==> src/rtl/pipe_adder_pkg.sv <==
// Shared types and parameter checking for the pipelined carry-select adder.
package pipe_adder_pkg;

  // Carry and valid travelling together from one stage to the next.
  typedef struct packed {
    logic carry;
    logic valid;
  } stage_cv_t;

  // Segment width per stage, or 0 when the parameter set is illegal.
  function automatic int unsigned seg_width(input int unsigned width,
                                            input int unsigned stages,
                                            input int unsigned blk);
    if (stages == 0 || blk == 0 || width == 0) return 0;
    if ((width % (stages * blk)) != 0) return 0;
    return width / stages;
  endfunction

endpackage

==> src/rtl/csa_segment.sv <==
// Combinational SEG-bit carry-select segment built from BLK-bit blocks.
module csa_segment #(
  parameter int unsigned SEG = 16,
  parameter int unsigned BLK = 4
) (
  input  logic [SEG-1:0] a,
  input  logic [SEG-1:0] b,
  input  logic           ci,
  output logic [SEG-1:0] s,
  output logic           co,
  output logic           c_msb_in
);
  localparam int unsigned NBLK = SEG / BLK;

  logic [BLK:0] w_r0 [NBLK];
  logic [BLK:0] w_r1 [NBLK];
  logic         w_c;

  // Each block resolves both carry-in cases in parallel; only the mux chain is serial.
  for (genvar j = 0; j < NBLK; j++) begin : g_blk
    assign w_r0[j] = {1'b0, a[j*BLK +: BLK]} + {1'b0, b[j*BLK +: BLK]};
    assign w_r1[j] = {1'b0, a[j*BLK +: BLK]} + {1'b0, b[j*BLK +: BLK]} + (BLK+1)'(1);
  end

  always_comb begin
    w_c = ci;
    s   = '0;
    for (int unsigned j = 0; j < NBLK; j++) begin
      s[j*BLK +: BLK] = w_c ? w_r1[j][BLK-1:0] : w_r0[j][BLK-1:0];
      w_c             = w_c ? w_r1[j][BLK] : w_r0[j][BLK];
    end
    co = w_c;
  end

  assign c_msb_in = s[SEG-1] ^ a[SEG-1] ^ b[SEG-1];

endmodule

==> src/rtl/pipelined_csa_adder.sv <==
// Pipelined carry-select adder/subtractor with valid/ready handshake.
// One SEG-bit segment per stage; operands skew forward, result bits deskew forward.
module pipelined_csa_adder
  import pipe_adder_pkg::*;
#(
  parameter int unsigned WIDTH  = 64,
  parameter int unsigned STAGES = 4,
  parameter int unsigned BLK    = 4
) (
  input  logic             clk,
  input  logic             rst_n,
  input  logic             in_valid,
  output logic             in_ready,
  input  logic [WIDTH-1:0] a,
  input  logic [WIDTH-1:0] b,
  input  logic             cin,
  input  logic             sub,
  output logic             out_valid,
  input  logic             out_ready,
  output logic [WIDTH-1:0] sum,
  output logic             cout,
  output logic             ovf
);
  localparam int unsigned SEG = seg_width(WIDTH, STAGES, BLK);

  if (SEG == 0) begin : g_param_err
    $error("pipelined_csa_adder: WIDTH must be a non-zero multiple of STAGES*BLK");
  end

  logic [WIDTH-1:0] r_a   [STAGES];
  logic [WIDTH-1:0] r_bx  [STAGES];
  logic [WIDTH-1:0] r_sum [STAGES];
  logic             r_sub [STAGES];
  stage_cv_t        r_cv  [STAGES];
  logic             r_ovf;

  logic [WIDTH-1:0] w_a_in   [STAGES];
  logic [WIDTH-1:0] w_bx_in  [STAGES];
  logic [WIDTH-1:0] w_sum_in [STAGES];
  logic             w_sub_in [STAGES];
  logic             w_ci     [STAGES];
  logic             w_ld     [STAGES];
  logic             w_co     [STAGES];
  logic             w_cmsb   [STAGES];
  logic [SEG-1:0]   w_s      [STAGES];
  logic             w_adv;

  assign w_adv    = ~r_cv[STAGES-1].valid | out_ready;
  assign in_ready = w_adv;

  for (genvar k = 0; k < STAGES; k++) begin : g_stage
    if (k == 0) begin : g_head
      assign w_a_in[k]   = a;
      assign w_bx_in[k]  = sub ? ~b : b;
      assign w_sum_in[k] = '0;
      assign w_sub_in[k] = sub;
      assign w_ci[k]     = sub ? ~cin : cin;
      assign w_ld[k]     = in_valid;
    end else begin : g_body
      assign w_a_in[k]   = r_a[k-1];
      assign w_bx_in[k]  = r_bx[k-1];
      assign w_sum_in[k] = r_sum[k-1];
      assign w_sub_in[k] = r_sub[k-1];
      assign w_ci[k]     = r_cv[k-1].carry;
      assign w_ld[k]     = r_cv[k-1].valid;
    end

    csa_segment #(
      .SEG(SEG),
      .BLK(BLK)
    ) u_seg (
      .a       (w_a_in[k][k*SEG +: SEG]),
      .b       (w_bx_in[k][k*SEG +: SEG]),
      .ci      (w_ci[k]),
      .s       (w_s[k]),
      .co      (w_co[k]),
      .c_msb_in(w_cmsb[k])
    );
  end

  // Bubbles advance the valid bit but leave the data registers untouched.
  always_ff @(posedge clk or negedge rst_n) begin
    if (!rst_n) begin
      for (int k = 0; k < STAGES; k++) begin
        r_a[k]   <= '0;
        r_bx[k]  <= '0;
        r_sum[k] <= '0;
        r_sub[k] <= 1'b0;
        r_cv[k]  <= '0;
      end
      r_ovf <= 1'b0;
    end else if (w_adv) begin
      for (int k = 0; k < STAGES; k++) begin
        r_cv[k].valid <= w_ld[k];
        if (w_ld[k]) begin
          r_a[k]                 <= w_a_in[k];
          r_bx[k]                <= w_bx_in[k];
          r_sub[k]               <= w_sub_in[k];
          r_sum[k]               <= w_sum_in[k];
          r_sum[k][k*SEG +: SEG] <= w_s[k];
          r_cv[k].carry          <= w_co[k];
        end
      end
      if (w_ld[STAGES-1]) begin
        r_ovf <= w_cmsb[STAGES-1] ^ w_co[STAGES-1];
      end
    end
  end

  assign out_valid = r_cv[STAGES-1].valid;
  assign sum       = r_sum[STAGES-1];
  assign cout      = r_cv[STAGES-1].carry ^ r_sub[STAGES-1];
  assign ovf       = r_ovf;

endmodule

==> config.mk <==
export PLATFORM = sky130hd
export DESIGN_NAME = pipelined_csa_adder
export DESIGN_NICKNAME = d
export VERILOG_FILES = /design/src/rtl/pipe_adder_pkg.sv /design/src/rtl/csa_segment.sv /design/src/rtl/pipelined_csa_adder.sv
export SDC_FILE = /design/constraint.sdc
export NUM_CORES = 1
export LEC_CHECK = 0
export ABC_AREA = 1
export BUFFER_PORTS_ARGS = -buffer_cell sky130_fd_sc_hd__buf_2
export CAP_MARGIN = 20
export CORE_ASPECT_RATIO = 1.5
export CORE_MARGIN = 2
export CORE_UTILIZATION = 25
export DETAILED_ROUTE_END_ITERATION = 16
export HOLD_SLACK_MARGIN = 0.05
export SKIP_LAST_GASP = 1
export SLEW_MARGIN = 0
export SYNTH_ARGS = -nofsm -noshare
export SYNTH_HDL_FRONTEND = slang
export SYNTH_SLANG_ARGS = --single-unit
==> constraint.sdc <==
create_clock -name clk -period 3.1 [get_ports clk]
set_input_delay 0.62 -clock clk [delete_from_list [all_inputs] [get_ports clk]]
set_output_delay 0.62 -clock clk [all_outputs]
set_load 0.01 [all_outputs]
==> out/results.ini <==
[logic_synthesis]
synth_warnings=0
synth_largest_area_cell=dfrtp_1
yosysMostFrequentCell=nand2_1
yosys.area_share.adder_pct=7.22
ys_seq_area_share_pct=49.9
synth_compound_area_share_pct=9.07
yosys.area_share.simple_pct=18.8
ys.flop_type=dfrtp_1
synthXorXnorAreaFrac_pct=6.83
ys_seq_elements=365
synth_common_cells=nand2_1 (654), dfrtp_1 (365), o21ai_0 (260)
syn_area_per_cell_um2=8.88
synth.area.top_cells=dfrtp_1 (50%), nand2_1 (13%), o21ai_0 (7.1%)
synth_top_family_by_area=simple AND/OR/NAND/NOR gates
synth_mux_area_share_pct=0
synth-edff-count=0
syn_area_um2=18300
ys_types=45
synthCells=2062
yosysTopAreaCellShare_pct=49.9
syn-num-nets=2292
async_reset_ff_share_pct=100

[critical_path]
r2r_slack_ns=0.36
worst-path-stages=20
r2r_end=ovf
rr_worst_depth=20
worstPathMaxFanout=5
cp_cell_sequence=ha_1, inv_1, fa_1, inv_1, ha_1, nand2_2, nor2_4, nand3_2, nand2_2, nand3_2, nand2_4, nand2_4, nand2_2, nand2_2, nand2_1, nand2_1, nand2_1, nand2_1, nand3_1, nand2_1
cp_data_arrival_time_ns=3.20
startpoint_type=flip-flop
crit_family=simple AND/OR/NAND/NOR gates
max_stage_delay_ns=0.43
crit_required_ns=3.56
slowest_stage=fa_1
path_class=flip-flop to flip-flop
rr_startpoint=r_bx[112]
crit_path_frequent_cell=nand2_1
end_kind=flip-flop
critical_path_buf_inv_count=2

[worst_hold_path]
hp-class=input port to flip-flop
worstHoldStart=a[63]
hold_depth=3
hold_end=r_a[255]

[drt]
drt_iter0_drc=586
vias=13000
ant_nets=0
route.detailed.drc=0
routed_via_density=4.13
dr.pass1.iters=4
wl_mm=44.4
wl_per_cell_um=14.1

[grt]
antenna_found_initial=14
grt_pass1_vias=13100
grt_pass1_wl_mm=71.4
grt_start_max_net_pins=84
overflow=0
grt_use_total_pct=12.0

[clocking]
clk_latency_ns=0.57
cts.sinks=365
htreeDepth=2
cts_buffers=40
path_clk_slew_ns=0.06
cts_tree=built
post_cts_buffers=0
cts_resized=0
clockRootBuffer=clkbuf_16
cts_buffer_depth=3

[sta]
final_hold_viol_count=0
min_period_over_period_pct=88.3
max_freq_mhz=365
setup_viol=0
finalMaxSlewViolations=0
worst_pin_slew_ns=0.909
rsz0062_at_grt=no
slew_headroom_pct=39.4
fin_ws_ns=0.364
min_period_ns=2.74
fin_skew_ns=0.0164

[place]
gp_congestion=0.788
post-place-ws_ns=-0.0635
port_buffers=201
dp_hpwl_mm=32.1

[power_and_ir_drop]
irDropWorstVdd_mv=0.402
power.density_nw_per_um2=1010
p_leak_nw=10.8

[cells_and_area]
regArea_um2=9130
drive_above_1_share_pct=17.0
nNetsFinal=2427
layout.filler_cells=7712
multi_input_area_um2=7720
area_growth_pct=17.6
fin_util_pct=29.7

[floorplan]
rows=121
num_io_pins=202
dieArea_um2=75500
die_w_um=225
core_area_um2=72500
fp.dieH_um=335
start_util_pct=25.2

[run_status]
status=completed

[job]
cap_viol_max_count=0

## logic make-up after synthesis
family,count (synthesis)
fa+ha+maj,96
compound gates,314
simple gates,818
xor+xnor,139
flops,365
buf+inv,330
## metrics by stage
| step | setup TNS (ns) | std cells | cell area [um^2] | total power [mW] | hold WS (ns) |
|---|---|---|---|---|---|
| 3_5_place_dp | -0.116 | 3076 | 20100 | 16.9 | 0.458 |
| 3_3_place_gp | -0.0115 | 3076 | 20100 | 16.8 | 0.450 |
| 2_1_floorplan | -0.462 | 2062 | 18400 | 14.7 | 0.324 |
| 5_1_grt | 0 | 3151 | 21500 | 23.9 | 0.210 |
| 4_1_cts | 0 | 3149 | 21500 | 22.3 | 0.185 |
| 6_report | 0 | 3152 | 21500 | 21.8 | 0.245 |
## worst max path at each step
stage          slack [ns]    endpoint      start
3_5_place_dp        -0.06  r_sum[207]        sub
3_3_place_gp        -0.01  r_sum[207]        sub
2_1_floorplan        -0.1  r_sum[207]        sub
5_1_grt              0.08         ovf  r_bx[112]
6_report             0.36         ovf  r_bx[112]
4_1_cts              0.32         ovf  r_bx[112]
## worst reg2reg max path: stages (launching register included)
cell and delay, ns:
dfrtp_1 0.38, ha_1 0.23, inv_1 0.07, fa_1 0.43, inv_1 0.09, ha_1 0.16, nand2_2 0.08, nor2_4 0.16
nand3_2 0.09, nand2_2 0.11, nand3_2 0.11, nand2_4 0.13, nand2_4 0.07, nand2_2 0.11, nand2_2 0.07, nand2_1 0.07
nand2_1 0.06, nand2_1 0.06, nand2_1 0.05, nand3_1 0.06, nand2_1 0.05
## area by class of cell
type	instances	area share (%)
Tap cell	922	5.36
Sequential cell	365	42.4
Multi-Input combinational cell	1367	35.9
Clock buffer	55	5.38
Inverter	181	3.21
Antenna cell	3	0.0349
Timing Repair Buffer	242	6.64
Clock inverter	17	1.09
## flip-flops by register name, indices dropped and copies added, names as in the netlist
signal	cells
ovf	1
r_sub	4
sum	64
r_a	96
r_cv	7
r_sum	96
out_valid	1
r_bx	96
## metal layers
metal / global-route usage (%) / vias to the layer above / routed length (um) / share of wire, %
met5: 0 / - / 85 / 0.19
met4: 4.85 / 14 / 1630 / 3.7
met3: 2.71 / 82 / 2140 / 4.8
met2: 20.2 / 216 / 21000 / 47
met1: 14.9 / 5969 / 19600 / 44
li1: - / 6744 / - / -
## repair_timing
action / 4_1_cts / 5_1_grt
hold buffers: 1 / 0
setup endpoints to repair: 0 / 0
endpoints found under the hold margin: 42 / 0
## power breakdown
group | switching [mW] | internal (mW) | leakage [nW]
clock | 2.08 | 3.05 | 0.692
combinational | 5.59 | 3.38 | 5.49
sequential | 0.994 | 6.71 | 4.57
total | 8.66 | 13.1 | 10.8
## layout by cell type, fill, tap and decap left out, types with 4 or more instances in the layout
cell type,count
xor2_1,55
buf_4,33
nand2_2,12
inv_1,170
clkbuf_16,41
nand4_1,6
a21o_1,4
nor2_1,33
o21ai_1,4
o21ai_0,260
a21oi_1,18
inv_2,6
nand2_4,19
nand3_1,74
clkinv_2,7
inv_4,4
nand2_1,652
fa_1,16
xnor2_1,81
inv_6,4
clkbuf_8,8
a31o_2,4
ha_1,78
dfrtp_1,365
bufinv_16,5
a31oi_1,11
clkbuf_1,6
buf_12,8
buf_2,199
nand3_2,5
No activity file was read; power rests on OpenSTA's default activity.
